## src/rtl/riscv_fetch_unit.sv

```systemverilog
// riscv_fetch_unit: instruction fetch stage.
// Owns the PC and issues in-order fetches under a credit limit. Returned
// words are tagged with their PC and queued toward decode. A redirect
// flushes the queue, and every request still outstanding becomes a
// response that must be dropped when it arrives.

module riscv_fetch_unit_chk #(
  parameter int FIFO_DEPTH = 4,
  parameter int CW         = 3
) (
  input  logic          i_CLK,
  input  logic          i_RST_N,
  input  logic          push_s,
  input  logic          pop_s,
  input  logic [CW-1:0] fifo_cnt_r,
  input  logic [CW-1:0] live_cnt_r,
  input  logic [CW-1:0] drop_cnt_r
);
  localparam logic [CW:0] DEPTH_W = (CW+1)'(FIFO_DEPTH);

  // A push into a full buffer without a same-cycle pop means the credit rule broke.
  a_no_overflow: assert property (@(posedge i_CLK) disable iff (!i_RST_N)
    (push_s && !pop_s) |-> ({1'b0, fifo_cnt_r} < DEPTH_W));

  // Live plus stale requests can never exceed the buffer depth.
  a_credit_cap: assert property (@(posedge i_CLK) disable iff (!i_RST_N)
    (({1'b0, live_cnt_r} + {1'b0, drop_cnt_r}) <= DEPTH_W));
endmodule

module riscv_fetch_unit #(
  parameter int                   BUS_WIDTH    = 32,
  parameter logic [BUS_WIDTH-1:0] RESET_VECTOR = 32'h0000_0000,
  parameter int                   FIFO_DEPTH   = 4
) (
  input  logic                 i_CLK,
  input  logic                 i_RST_N,
  output logic                 o_IMEM_REQ,
  output logic [BUS_WIDTH-1:0] o_ADDR,
  input  logic                 i_IMEM_GNT,
  input  logic                 i_IMEM_RVALID,
  input  logic [BUS_WIDTH-1:0] i_DATA,
  input  logic                 i_REDIRECT,
  input  logic [BUS_WIDTH-1:0] i_REDIRECT_PC,
  output logic                 o_INSTR_VALID,
  output logic [BUS_WIDTH-1:0] o_INSTR,
  output logic [BUS_WIDTH-1:0] o_INSTR_PC,
  input  logic                 i_INSTR_READY
);
  localparam int AW = $clog2(FIFO_DEPTH);
  localparam int CW = AW + 1;
  localparam logic [CW:0]          DEPTH_W    = (CW+1)'(FIFO_DEPTH);
  localparam logic [BUS_WIDTH-1:0] PC_STEP    = BUS_WIDTH'(3'd4);
  localparam logic [BUS_WIDTH-1:0] ALIGN_MASK = ~(BUS_WIDTH'(2'b11));
  localparam logic [AW-1:0]        PTR_ONE    = AW'(1'b1);

  typedef enum logic [1:0] {
    ST_BOOT  = 2'd0,
    ST_FETCH = 2'd1,
    ST_DRAIN = 2'd2
  } state_t;

  // Fetch addresses are word aligned; the low two bits are cleared.
  function automatic logic [BUS_WIDTH-1:0] align_pc(input logic [BUS_WIDTH-1:0] addr);
    return addr & ALIGN_MASK;
  endfunction

  state_t               state_r, state_nxt_s;
  logic [BUS_WIDTH-1:0] pc_r, pc_nxt_s;
  logic [BUS_WIDTH-1:0] resp_pc_r, resp_pc_nxt_s;
  logic [CW-1:0]        live_cnt_r, live_nxt_s;
  logic [CW-1:0]        drop_cnt_r, drop_nxt_s;
  logic [CW-1:0]        fifo_cnt_r, fifo_cnt_nxt_s;
  logic [AW-1:0]        wr_ptr_r, wr_ptr_nxt_s;
  logic [AW-1:0]        rd_ptr_r, rd_ptr_nxt_s;
  logic                 req_r, req_nxt_s;
  logic                 valid_r, valid_nxt_s;
  logic [BUS_WIDTH-1:0] instr_mem_r [FIFO_DEPTH];
  logic [BUS_WIDTH-1:0] pcq_mem_r   [FIFO_DEPTH];

  logic                 gnt_s;
  logic                 rv_s;
  logic                 rv_drop_s;
  logic                 rv_live_s;
  logic                 push_s;
  logic                 pop_s;
  logic [BUS_WIDTH-1:0] redirect_pc_s;

  assign redirect_pc_s = align_pc(i_REDIRECT_PC);

  // Classify this cycle's handshakes; a redirect cancels the push and the pop.
  always_comb begin
    gnt_s     = req_r & i_IMEM_GNT;
    rv_s      = i_IMEM_RVALID & ((drop_cnt_r != {CW{1'b0}}) | (live_cnt_r != {CW{1'b0}}));
    rv_drop_s = rv_s & (drop_cnt_r != {CW{1'b0}});
    rv_live_s = rv_s & (drop_cnt_r == {CW{1'b0}});
    push_s    = rv_live_s & ~i_REDIRECT;
    pop_s     = valid_r & i_INSTR_READY & ~i_REDIRECT;
  end

  // Next PC, counters and buffer pointers; a redirect overrides everything else.
  always_comb begin
    pc_nxt_s       = pc_r;
    resp_pc_nxt_s  = resp_pc_r;
    live_nxt_s     = live_cnt_r;
    drop_nxt_s     = drop_cnt_r;
    fifo_cnt_nxt_s = fifo_cnt_r;
    wr_ptr_nxt_s   = wr_ptr_r;
    rd_ptr_nxt_s   = rd_ptr_r;
    if (i_REDIRECT) begin
      // Everything requested so far, including a same-cycle grant, is stale;
      // a response arriving this cycle is consumed here.
      pc_nxt_s       = redirect_pc_s;
      resp_pc_nxt_s  = redirect_pc_s;
      live_nxt_s     = {CW{1'b0}};
      drop_nxt_s     = drop_cnt_r + live_cnt_r + CW'(gnt_s) - CW'(rv_s);
      fifo_cnt_nxt_s = {CW{1'b0}};
      wr_ptr_nxt_s   = {AW{1'b0}};
      rd_ptr_nxt_s   = {AW{1'b0}};
    end else begin
      if (gnt_s) begin
        pc_nxt_s = pc_r + PC_STEP;
      end else begin
        pc_nxt_s = pc_r;
      end
      if (push_s) begin
        resp_pc_nxt_s = resp_pc_r + PC_STEP;
        wr_ptr_nxt_s  = wr_ptr_r + PTR_ONE;
      end else begin
        resp_pc_nxt_s = resp_pc_r;
        wr_ptr_nxt_s  = wr_ptr_r;
      end
      if (pop_s) begin
        rd_ptr_nxt_s = rd_ptr_r + PTR_ONE;
      end else begin
        rd_ptr_nxt_s = rd_ptr_r;
      end
      live_nxt_s     = live_cnt_r + CW'(gnt_s) - CW'(rv_live_s);
      drop_nxt_s     = drop_cnt_r - CW'(rv_drop_s);
      fifo_cnt_nxt_s = fifo_cnt_r + CW'(push_s) - CW'(pop_s);
    end
  end

  // FSM next state: drain while stale responses remain outstanding.
  always_comb begin
    state_nxt_s = state_r;
    case (state_r)
      ST_BOOT: begin
        state_nxt_s = ST_FETCH;
      end
      ST_FETCH: begin
        if (i_REDIRECT && (drop_nxt_s != {CW{1'b0}})) begin
          state_nxt_s = ST_DRAIN;
        end else begin
          state_nxt_s = ST_FETCH;
        end
      end
      ST_DRAIN: begin
        if (drop_nxt_s == {CW{1'b0}}) begin
          state_nxt_s = ST_FETCH;
        end else begin
          state_nxt_s = ST_DRAIN;
        end
      end
      default: begin
        state_nxt_s = ST_BOOT;
      end
    endcase
  end

  // Request and head-valid are precomputed from next-state values so both
  // outputs come straight from flops and never see i_REDIRECT combinationally.
  always_comb begin
    req_nxt_s   = (state_nxt_s != ST_BOOT) &&
                  (({1'b0, fifo_cnt_nxt_s} + {1'b0, live_nxt_s}) < DEPTH_W) &&
                  (({1'b0, live_nxt_s} + {1'b0, drop_nxt_s}) < DEPTH_W);
    valid_nxt_s = (fifo_cnt_nxt_s != {CW{1'b0}});
  end

  // Control, PC and counter registers with synchronous active-low reset.
  always_ff @(posedge i_CLK) begin
    if (!i_RST_N) begin
      state_r    <= ST_BOOT;
      pc_r       <= RESET_VECTOR;
      resp_pc_r  <= RESET_VECTOR;
      live_cnt_r <= {CW{1'b0}};
      drop_cnt_r <= {CW{1'b0}};
      fifo_cnt_r <= {CW{1'b0}};
      wr_ptr_r   <= {AW{1'b0}};
      rd_ptr_r   <= {AW{1'b0}};
      req_r      <= 1'b0;
      valid_r    <= 1'b0;
    end else begin
      state_r    <= state_nxt_s;
      pc_r       <= pc_nxt_s;
      resp_pc_r  <= resp_pc_nxt_s;
      live_cnt_r <= live_nxt_s;
      drop_cnt_r <= drop_nxt_s;
      fifo_cnt_r <= fifo_cnt_nxt_s;
      wr_ptr_r   <= wr_ptr_nxt_s;
      rd_ptr_r   <= rd_ptr_nxt_s;
      req_r      <= req_nxt_s;
      valid_r    <= valid_nxt_s;
    end
  end

  // Buffer storage: each accepted response is written with its PC tag.
  always_ff @(posedge i_CLK) begin
    if (i_RST_N && push_s) begin
      instr_mem_r[wr_ptr_r] <= i_DATA;
      pcq_mem_r[wr_ptr_r]   <= resp_pc_r;
    end
  end

  assign o_IMEM_REQ    = req_r;
  assign o_ADDR        = pc_r;
  assign o_INSTR_VALID = valid_r;
  assign o_INSTR       = instr_mem_r[rd_ptr_r];
  assign o_INSTR_PC    = pcq_mem_r[rd_ptr_r];

  riscv_fetch_unit_chk #(
    .FIFO_DEPTH (FIFO_DEPTH),
    .CW         (CW)
  ) u_chk (
    .i_CLK      (i_CLK),
    .i_RST_N    (i_RST_N),
    .push_s     (push_s),
    .pop_s      (pop_s),
    .fifo_cnt_r (fifo_cnt_r),
    .live_cnt_r (live_cnt_r),
    .drop_cnt_r (drop_cnt_r)
  );
endmodule

```

## config.mk

```make
export PLATFORM = sky130hd
export DESIGN_NAME = riscv_fetch_unit
export DESIGN_NICKNAME = d
export VERILOG_FILES = /design/src/rtl/riscv_fetch_unit.sv
export SDC_FILE = /design/constraint.sdc
export NUM_CORES = 1
export LEC_CHECK = 0
export ABC_CLOCK_PERIOD_IN_PS = 3800
export CORE_MARGIN = 5
export CORE_UTILIZATION = 30
export CTS_BUF_LIST = sky130_fd_sc_hd__clkbuf_2
export CTS_CLUSTER_SIZE = 20
export DETAILED_ROUTE_END_ITERATION = 10
export HOLD_SLACK_MARGIN = 0.03
export SLEW_MARGIN = 20
export SYNTH_ARGS = -nofsm -noshare
export SYNTH_HDL_FRONTEND = slang
export SYNTH_SLANG_ARGS = --single-unit
```

## constraint.sdc

```tcl
create_clock -name i_CLK -period 3.8 [get_ports i_CLK]
set_input_delay 0.76 -clock i_CLK [delete_from_list [all_inputs] [get_ports i_CLK]]
set_output_delay 0.76 -clock i_CLK [all_outputs]
set_load 0.1 [all_outputs]
```

==> metrics.md <==
| Metric | Value |
|---|---|
| Initial core utilization | `0.302` |
| Arrival time at the worst endpoint | `2.77 ns` |
| Crit Path Max Fanout | `28` |
| Die ar. | `0.0487 mm²` |
| Fmax | `~280 MHz` |
| Global route overflow | `0` |
| Number of H-tree levels | `3` |
| Final wirelength | `~32 mm` |
| Most frequent cells in the layout | `edfxtp_1, clkbuf_2, clkdlybuf4s50_1` |
| Row count | `between 70 and 80` |
| CTS Buffer Depth | `3` |
| Reg area | `around 0.0090 mm²` |
| Max-cap viol count | `0` |
| CTS tree | `built` |
| Die Width | `221 µm` |
| Largest net degree at the start of global routing | `53` |
| Remaining antenna violation count | `0` |
| WS Path Type | `reg -> out` |
| Non-filler cells, final | `1743` |
| Fin crit period | `between 3 and 4 ns` |
| Worst-Margin Slew | `around 1.0 ns` |
| Drt pass-1 iters | `5` |
| CP top delay family | `flip-flops` |
| Remaining DRCs | `0` |
| Area Overhead vs Synth | `24.3%` |
| CTS Root Cell | `clkbuf_2` |
| Setup Skew | `~0.11 ns` |
| Vias per cell | `around 4.7` |
| Post-detail-place hpwl | `21.2 mm` |
| Most common cell after layout, fill and taps aside | `edfxtp_1` |
| Area of the multi-input gates | `a little over 0.004 mm²` |
| R2R Path End | `state_r[0]$_SDFF_PN0_` |
| Die height | `221 µm` |
| Hold Path Cell Cnt | `1` |
| Reg2Reg Launch Point | `drop_cnt_r[2]$_SDFF_PN0_` |
| Final Cell Area | `around 0.017 mm²` |
| Hold buffer count at cts | `0` |
| CTS Buf Count | `89` |
| Post-synth ARST share | `0` |
| Most used DFF post-synth | `edfxtp_1` |
| Seq/Total Area, Yosys | `0.678` |
| Max IR drop VDD | `between 0.0002 and 0.00025 V` |
| Worst hold endpoint | `instr_mem_r[1][29]$_DFFE_PP_` |
| Vias post-DR | `~8.1k` |
| Clock transition at path regs | `0.10 ns` |
| Syn Area/Cell | `16.0 µm²` |
| Vias in the first global route | `about 8.7k` |
| Wirelength per Cell | `approximately 18 µm` |
| P_leak | `approximately 0.0056 µW` |
| Iter 0 DRT Violations | `~320` |
| Hold Crit Class | `in -> reg` |
| I/O Pins | `168` |
| Worst Path Required | `between 3 and 4 ns` |
| Number of setup violations in the final report | `0` |
| Worst reg-to-reg setup slack | `0.42 ns` |
| Outcome | `finished clean` |
| Period utilization | `0.928` |
| Cts repair resizes | `0` |
| Distinct cells, synth | `60` |
| RePlAce Congestion | `0.772` |
| Unrepaired setup endpoints after global routing | `false` |
| Endpoint class of the critical path | `output pin` |
| R2r worst-path depth | `11` |
| Worst-path cell chain | `buf_12, mux4_2, buf_4` |
| Fillcell total | `approximately 4.2k` |
| Sink Count | `around 330` |
| Post-CTS setup buffer count | `0` |
| Slowest stage delay, CP | `0.67 ns` |
| First-pass GRT wire length | `slightly below 50 mm` |
| Critical Path Start Type | `register` |
| Slew HR | `0.315` |
| Power Dens Cells | `~450 mW/mm²` |
| WP buf/inv | `2` |
| Cells after synthesis | `834` |
| Mapped Area | `about 0.013 mm²` |
| Placed inst area | `0.0157 mm²` |
| Layout Utilization | `0.376` |
| Synth Warn # | `0` |
| Clock Latency Late Sink | `about 0.97 ns` |
| Placed Instances | `around 1.6k` |
| Worst hold start | `i_DATA[29]` |
| Final Hold Fails | `0` |
| Layout cell share with drive strength beyond 1 | `0.283` |
| Slew Limit Fails | `0` |
| IO buf count | `around 160` |
| Post-synth EDFFs | `248` |
| Seq cells post-synth | `between 300 and 400` |
| Worst path slowest cell | `dfxtp_4` |
| Initial antenna violation count | `2` |
| Core area | `0.0440 mm²` |
| Fin nets | `between 1k and 1.5k` |
| GRT Resource Usage Total | `0.132` |
[logic make-up after synthesis]
kind of cell             Yosys count  synth area share
AO/OA/AOI/OAI                    117            0.0501
XOR/XNOR                          63            0.0425
adder cells (fa/ha/maj)           22            0.0229
buffers and inverters             63            0.0203
flip-flops                       327             0.678
multiplexers                      64             0.106
other                              1          0.000282
AND/OR/NAND/NOR                  177            0.0790
[how the worst max path moves through the flow]
stage	depth (start not counted)	endpoint	startpoint	slack, ns
after floorplan	16	o_IMEM_REQ$_SDFF_PN0_	i_IMEM_RVALID	0.28
after global placement	16	o_IMEM_REQ$_SDFF_PN0_	i_IMEM_RVALID	-0.04
after detailed placement	16	o_IMEM_REQ$_SDFF_PN0_	i_IMEM_RVALID	-0.09
after CTS	3	o_INSTR[9]	register	0.06
after global routing	3	o_INSTR[9]	register	0.04
final	3	o_INSTR[9]	register	0.27
[cell usage after synthesis (5+ instances only)]
cell type	instances	share of area
edfxtp_1	248	0.56
nor3_1	12	0.0045
inv_1	23	0.0065
and2_1	8	0.0038
xor2_1	26	0.017
a21oi_1	52	0.020
buf_2	8	0.0030
nor2_1	24	0.0068
dfxtp_1	79	0.12
mux4_2	62	0.10
ha_1	18	0.017
and4_1	5	0.0033
nor4_1	5	0.0024
o21ai_0	31	0.012
nand2_1	33	0.0093
a22oi_1	5	0.0028
clkbuf_1	25	0.0071
and3_1	18	0.0085
xnor2_1	36	0.024
nand4_1	21	0.0099
nand3_1	24	0.0090
o22ai_1	8	0.0038
[flip-flops by register name, summed over array words and instances (netlist names), 2 cells and up, named ones only]
register	flops
instr_mem_r	128
pcq_mem_r	120
o_ADDR	30
resp_pc_r	30
drop_cnt_r	3
fifo_cnt_r	3
live_cnt_r	3
rd_ptr_r	2
state_r	2
wr_ptr_r	2
[cell type report]
class / instances / share of cell area
timing repair buffer: 190 / 0.109
clock inverter: 24 / 0.00832
sequential: 327 / 0.546
clock buffer: 138 / 0.0418
antenna: 2 / 0.000303
tap: 592 / 0.0448
multi-input combinational: 447 / 0.244
inverter: 23 / 0.00522
[metal layers]
metal / vias to the layer above / track usage / part of all wire
met5: - / 0 / 0
met4: 0 / 0.0453 / 0.015
met3: 36 / 0.0442 / 0.076
met2: 251 / 0.207 / 0.46
met1: 4049 / 0.173 / 0.45
li1: 3793 / - / -
[power breakdown]
part	switching (µW)	total, µW	leakage [µW]	internal [µW]
clock network	1430	2460	0.000621	1030
logic	637	1010	0.00207	369
registers	125	4050	0.00290	3930
[through the flow]
step | hold slack, ns | setup TNS [ns] | setup WS (ns) | power [µW]
final | 0.468 | 0 | 0.275 | 7520
after floorplan | 0.459 | 0 | 0.284 | 4790
after detailed placement | 0.509 | -0.0941 | -0.0941 | 5140
after CTS | 0.333 | 0 | 0.0583 | 7660
after global placement | 0.504 | -0.0355 | -0.0355 | 5120
after global routing | 0.377 | 0 | 0.0384 | 7970
No activity file was read; power rests on OpenSTA's default activity.
